==> src/rtl/npc_seq.sv <==
// Next-PC sequencer: control-flow decode, one-instruction delay slot, jal link.
// Define NPC_BOUND_CHECK_EN to clamp out-of-range npc values to PC_BASE.
module npc_seq #(
   parameter logic [31:0] PC_BASE  = 32'h0000_3000,
   parameter int          IM_WORDS = 4096
) (
   input  logic        clk,
   input  logic        reset,
   input  logic [31:0] pc,
   input  logic [31:0] instr,
   input  logic        rs_eq,
   input  logic [31:0] rs_val,
   input  logic        stall,
   output logic [31:0] npc,
   output logic [31:0] link_addr,
   output logic        link_we,
   output logic        slot,
   output logic        err
);

   typedef enum logic {SEQ, SLOT} state_e;

   localparam logic [32:0] PC_END = {1'b0, PC_BASE} + 33'(IM_WORDS) * 33'd4;

   state_e      state_q, state_d;
   logic [31:0] tgt_q, tgt_d;
   logic        err_q, err_d;

   logic [5:0]  op;
   logic        is_beq, is_bne, is_j, is_jal, is_jr;
   logic        is_ctrl, taken;
   logic [31:0] pc4, pc8, br_off, target;
   logic [31:0] npc_raw;
   logic        oob;

   assign op     = instr[31:26];
   assign is_beq = (op == 6'b000100);
   assign is_bne = (op == 6'b000101);
   assign is_j   = (op == 6'b000010);
   assign is_jal = (op == 6'b000011);
   assign is_jr  = (op == 6'b000000) && (instr[5:0] == 6'b001000);

   assign is_ctrl = is_beq | is_bne | is_j | is_jal | is_jr;
   assign pc4     = pc + 32'd4;
   assign pc8     = pc + 32'd8;
   assign br_off  = {{14{instr[15]}}, instr[15:0], 2'b00};

   always_comb begin
      taken  = 1'b0;
      target = pc4;
      unique case (1'b1)
         is_beq: begin
            taken  = rs_eq;
            target = pc4 + br_off;
         end
         is_bne: begin
            taken  = ~rs_eq;
            target = pc4 + br_off;
         end
         is_j, is_jal: begin
            taken  = 1'b1;
            target = {pc4[31:28], instr[25:0], 2'b00};
         end
         is_jr: begin
            taken  = 1'b1;
            target = {rs_val[31:2], 2'b00};
         end
         default: begin
            taken  = 1'b0;
            target = pc4;
         end
      endcase
   end

   always_comb begin
      state_d = state_q;
      tgt_d   = tgt_q;
      err_d   = err_q;
      npc_raw = pc;
      npc     = pc;
      oob     = 1'b0;
      if (reset) begin
         state_d = SEQ;
         tgt_d   = PC_BASE;
         err_d   = 1'b0;
         npc_raw = PC_BASE;
         npc     = PC_BASE;
      end else if (!stall) begin
         if (state_q == SLOT) begin
            npc_raw = tgt_q;
            state_d = SEQ;
            // a control instr sitting in the delay slot never redirects
            if (is_ctrl) err_d = 1'b1;
         end else begin
            npc_raw = pc4;
            if (is_ctrl && taken) begin
               tgt_d   = target;
               state_d = SLOT;
               if (is_jr && (rs_val[1:0] != 2'b00)) err_d = 1'b1;
            end
         end
         npc = npc_raw;
         oob = ({1'b0, npc_raw} < {1'b0, PC_BASE}) ||
               ({1'b0, npc_raw} >= PC_END);
`ifdef NPC_BOUND_CHECK_EN
         if (oob) begin
            err_d   = 1'b1;
            npc     = PC_BASE;
            state_d = SEQ;
         end
`endif
      end
   end

`ifndef NPC_BOUND_CHECK_EN
   logic unused_oob;
   assign unused_oob = oob;
`endif

   always_ff @(posedge clk) begin
      if (reset) begin
         state_q <= SEQ;
         tgt_q   <= PC_BASE;
         err_q   <= 1'b0;
      end else begin
         state_q <= state_d;
         tgt_q   <= tgt_d;
         err_q   <= err_d;
      end
   end

   assign link_addr = (!reset && is_jal) ? pc8 : 32'd0;
   assign link_we   = !reset && is_jal && !stall;
   assign slot      = !reset && (state_q == SLOT);
   assign err       = err_q;

endmodule

==> config.mk <==
export PLATFORM = sky130hd
export DESIGN_NAME = npc_seq
export DESIGN_NICKNAME = d
export VERILOG_FILES = /design/src/rtl/npc_seq.sv
export SDC_FILE = /design/constraint.sdc
export NUM_CORES = 1
export LEC_CHECK = 0
export CORE_MARGIN = 5
export CORE_UTILIZATION = 29
export DETAILED_ROUTE_END_ITERATION = 7
export GPL_TIMING_DRIVEN = 1
export HOLD_SLACK_MARGIN = 0.03
export MAX_ROUTING_LAYER = met4
export PLACE_DENSITY_LB_ADDON = 0.12
export SYNTH_ARGS = -nofsm -noshare
export SYNTH_HDL_FRONTEND = slang
export SYNTH_SLANG_ARGS = --single-unit
==> constraint.sdc <==
create_clock -name clk -period 11.1 [get_ports clk]
set_input_delay 2.22 -clock clk [delete_from_list [all_inputs] [get_ports clk]]
set_output_delay 2.22 -clock clk [all_outputs]
set_load 0.03 [all_outputs]
# == Word-level counts from Yosys, hierarchy flattened ==
# Cells that the tools add are included.
# op_classes
n_addsub,3
n_eq_ne,6
n_mux,12
bitwise,7
n_reduce_logical,17
# ops
cell,n
$mux 32,4
$pmux 32 s3,1
$add 32x3->32 const B,1
$add 32x32->32,1
$add 32x4->32 const B,1
$eq 6x2->1 const B,2
$eq 6x3->1 const B,2
$eq 6x4->1 const B,1
$logic_and 1x1->1,6
$logic_not 6->1,1
$mux 1,6
$reduce_bool 2->1,3
$or 1x1->1,4
$reduce_and 4->1,1
$reduce_or 2->1,2
$not 1->1,3
$pmux 1 s3,1
$reduce_and 3->1,1
$reduce_or 3->1,1
$logic_not 1->1,2
$ne 2x1->1 const B,1
# word_totals
reg_bits,34
input_bits,100
out_inout_bits,67

# == Depth between registers and ports, before layout ==
# depth
word_depth,8
depth_mapped,17
ltp_nobuf,16

# == Worst setup path after synthesis ==
# No wires, ideal clock.
# synth_timing
path_kind,input -> output
startpoint,input pc[3]
endpoint,output npc[21]
t_arrival_ns,4.217
required_time_ns,8.880
setup_slack_ns,4.663
path_stages,8
cell_sequence,ha_1 -> nand4_4 -> nor3_2 -> nand3_1 -> nor4_1 -> xor2_1 -> o211ai_1 -> a21oi_1
# synth_between
elab_chain_cells,4
# synth_lines
element,line_no,source
"start, declared",9,"input logic [31:0] pc,"
$add 32x3->32,44,assign pc4 = pc + 32'd4;
$mux 32,89,if (state_q == SLOT) begin
$mux 32,88,end else if (!stall) begin
$mux 32,82,if (reset) begin
"end, declared",14,"output logic [31:0] npc,"
# No other way between the ends.

# == Worst setup path in the final report ==
# layout_timing
startpoint,input pc[4]
endpoint,output npc[21]
# The elaborated chain is that of the path after synthesis.

==> flow_metrics.py <==
metrics = {
    "outcome": {
        "status": "finished clean",
    },
    "grt": {
        "grt_pass1_wl_um": 34500,
        "grtUsageTotal_pct": 20.2,
        "grt_pass1_vias": 5992,
        "grt_max_degree": 51,
        "overflow": 0,
        "antenna_found_initial": 0,
    },
    "logic_synthesis": {
        "yosysWarnings": 0,
        "synth_cell_types": 79,
        "syn_nets": 899,
        "syn_area_mm2": 0.00545,
        "synth_top_area_cell": "dfxtp_1",
        "ys.flop_type": "dfxtp_1",
        "synth_edf_count": 0,
        "yosys-top-cells-area": "dfxtp_1, nor2_1, ha_1",
        "synth_top_area_share_pct": 12.5,
        "ys_ff_latch": 34,
        "yosys-top-cells-count": "nor2_1, a21oi_1, nand2_1",
        "synth.most_common_cell": "nor2_1",
        "seq_area_frac_synth_pct": 12.5,
        "synthArstFlopShare_pct": 0,
        "synthCells": 764,
        "syn_avg_cell_area_um2": 7.13,
    },
    "floorplan": {
        "die_w_um": 147,
        "rows": 50,
        "design.core.area_mm2": 0.0186,
        "pin_count": 167,
        "die_h_um": 147,
        "initial_core_util_pct": 29.3,
        "dieArea_mm2": 0.0216,
    },
    "clocking": {
        "clockBufferDepth": 2,
        "clk_latency_ns": 0.28,
        "ctsResizeCount": 0,
        "cts_tree": "done",
        "root_buffer": "clkbuf_16",
        "ctsHtreeMaxLevel": 2,
        "clkSinkCount": 34,
        "cts_made_buffers": 5,
        "cts_hold_buf": 0,
        "postCtsSetupBuffers": 0,
        "clkTransAtPathRegs_ns": 0.06,
    },
    "timing": {
        "rsz0062_at_grt": "false",
        "finalSetupTns_ns": 0,
        "hold_violations": 0,
        "fin_crit_ns": 7.90,
        "setup_violations": 0,
        "worst_pin_slew_ns": 0.623,
        "worst_clock_skew_ns": 0.00581,
        "timing.final.crit_share_pct": 71.1,
        "drv_slew": 0,
        "relSlewSlack_pct": 58.2,
        "fmax_mhz": 127,
    },
    "critical_path": {
        "cp_max_fo": 7,
        "critPathLaunchType": "primary input",
        "cp.arrival_ns": 5.68,
        "critPathRequiredTime_ns": 8.88,
        "cp-end-kind": "primary output",
        "path_class": "primary input to primary output",
    },
    "cells_and_area": {
        "area_delta_synth_final_pct": 34.9,
        "nets": 1020,
        "final_core_util_pct": 39.6,
        "seq_area_um2": 681,
        "multi_input_area_mm2": 0.00441,
        "drive_above_1_share_pct": 5.53,
        "diodes": 0,
        "fill_cells": 1969,
    },
    "detailed_routing": {
        "initialDrtViolationCount": 561,
        "first_pass_iters": 6,
        "totalWireLength_um": 21900,
        "vias": 6189,
        "post-route-drc-count": 0,
        "ant_nets": 0,
        "drt-wirelength-per-cell_um": 19.5,
        "via_per_inst": 5.53,
    },
    "placed_design": {
        "dp_hpwl_um": 17500,
        "port_buffers": 166,
        "routabilityCongestion": 0.893,
    },
    "job": {
        "cap_violations": 0,
    },
    "pwr": {
        "p_leak_uw": 0.00257,
        "power_per_cell_area_mw_per_mm2": 76.9,
        "ir_drop_mv": 0.0540,
    },
    "hold_path": {
        "hp-class": "flop to flop",
    },
}
critical path, cell delays in order:
cell and delay (ns):
clkdlybuf4s50_1 0.62, ha_1 0.33, nand4_4 0.17, nor3_2 0.35
nand3_1 0.24, nor4_1 0.43, xor2_1 0.26, o211ai_1 0.11
a21oi_1 0.24, clkdlybuf4s50_1 0.71
final cells by class:
type	instances	area share, %
inverters	13	0.664
flip-flops and latches	34	9.26
clock inverters	3	0.936
repair buffers	176	23.5
clock buffers	5	1.70
well taps	234	3.98
multi-input cells	655	59.9
power breakdown:
group	switching (uW)	total (uW)	internal [uW]	leakage, uW
clock network	59.9	189	129	0.0000940
registers	2.02	126	124	0.000275
logic	140	250	110	0.00220
total	202	566	363	0.00257
metal layers:
| layer | vias to the layer above | GRT usage [%] | wire [um] |
|---|---|---|---|
| met5 | - | - | 0 |
| met3 | 13 | 2.10 | 1230 |
| met2 | 237 | 29.7 | 9190 |
| met4 | 0 | 3.26 | 232 |
| li1 | 3068 | - | - |
| met1 | 2871 | 30.4 | 11200 |
cell families after synthesis:
kind of cell             count (synthesis)  share of synthesized area (%)
buffers and inverters                   75                           6.82
flip-flops                              34                           12.5
AO/OA/AOI/OAI                          219                           29.3
multiplexers                            13                           2.41
adder cells (fa/ha/maj)                 35                           8.17
XOR/XNOR                                74                           11.9
AND/OR/NAND/NOR                        314                           28.9
registers in the layout, summed over array words and instances, names as in the netlist:
signal   cells
err          1
state_q      1
tgt_q       32
placed cells by master (no fill, tap or decap), types with 5 or more instances in the layout:
master / Yosys / layout
o211ai_1: 17 / 17
mux2i_1: 12 / 12
a222oi_1: 22 / 22
a21o_1: 14 / 14
ha_1: 34 / 34
xor2_1: 30 / 30
nand3_1: 24 / 24
nor2_1: 132 / 132
o31ai_1: 6 / 6
nand2_1: 56 / 56
dfxtp_1: 34 / 34
clkbuf_16: 0 / 5
nor3_1: 17 / 17
clkdlybuf4s50_1: 0 / 165
nand2b_1: 10 / 10
a211oi_1: 27 / 27
nand4_1: 13 / 13
xnor2_1: 44 / 44
or3_1: 11 / 11
o21bai_1: 5 / 5
nor4_1: 5 / 5
o21ai_0: 15 / 15
a21oi_1: 59 / 59
a31oi_1: 5 / 5
buf_4: 7 / 10
a221oi_1: 18 / 18
and3_1: 9 / 9
inv_1: 13 / 13
worst paths after layout:
kind	from	end	slack, ns	cells past startpoint
setup / recovery	pc[4]	npc[21]	3.20	10
setup reg to reg	state_q	tgt_q[31]	8.78	8
hold / removal	tgt_q[0]	tgt_q[0]	0.47	2
hold reg to reg	tgt_q[0]	tgt_q[0]	0.47	2
through the flow:
stage	instances	hold slack, ns	setup slack (ns)	power, uW	instance area (um2)
floorplan	764	0.432	4.66	284	5450
global placement	1112	0.464	3.29	378	7160
finish	1120	0.471	3.20	566	7350
CTS	1120	0.478	3.15	567	7350
global route	1120	0.501	2.96	598	7350
detailed placement	1112	0.469	3.17	377	7160
(Power assumes the default switching activity.)
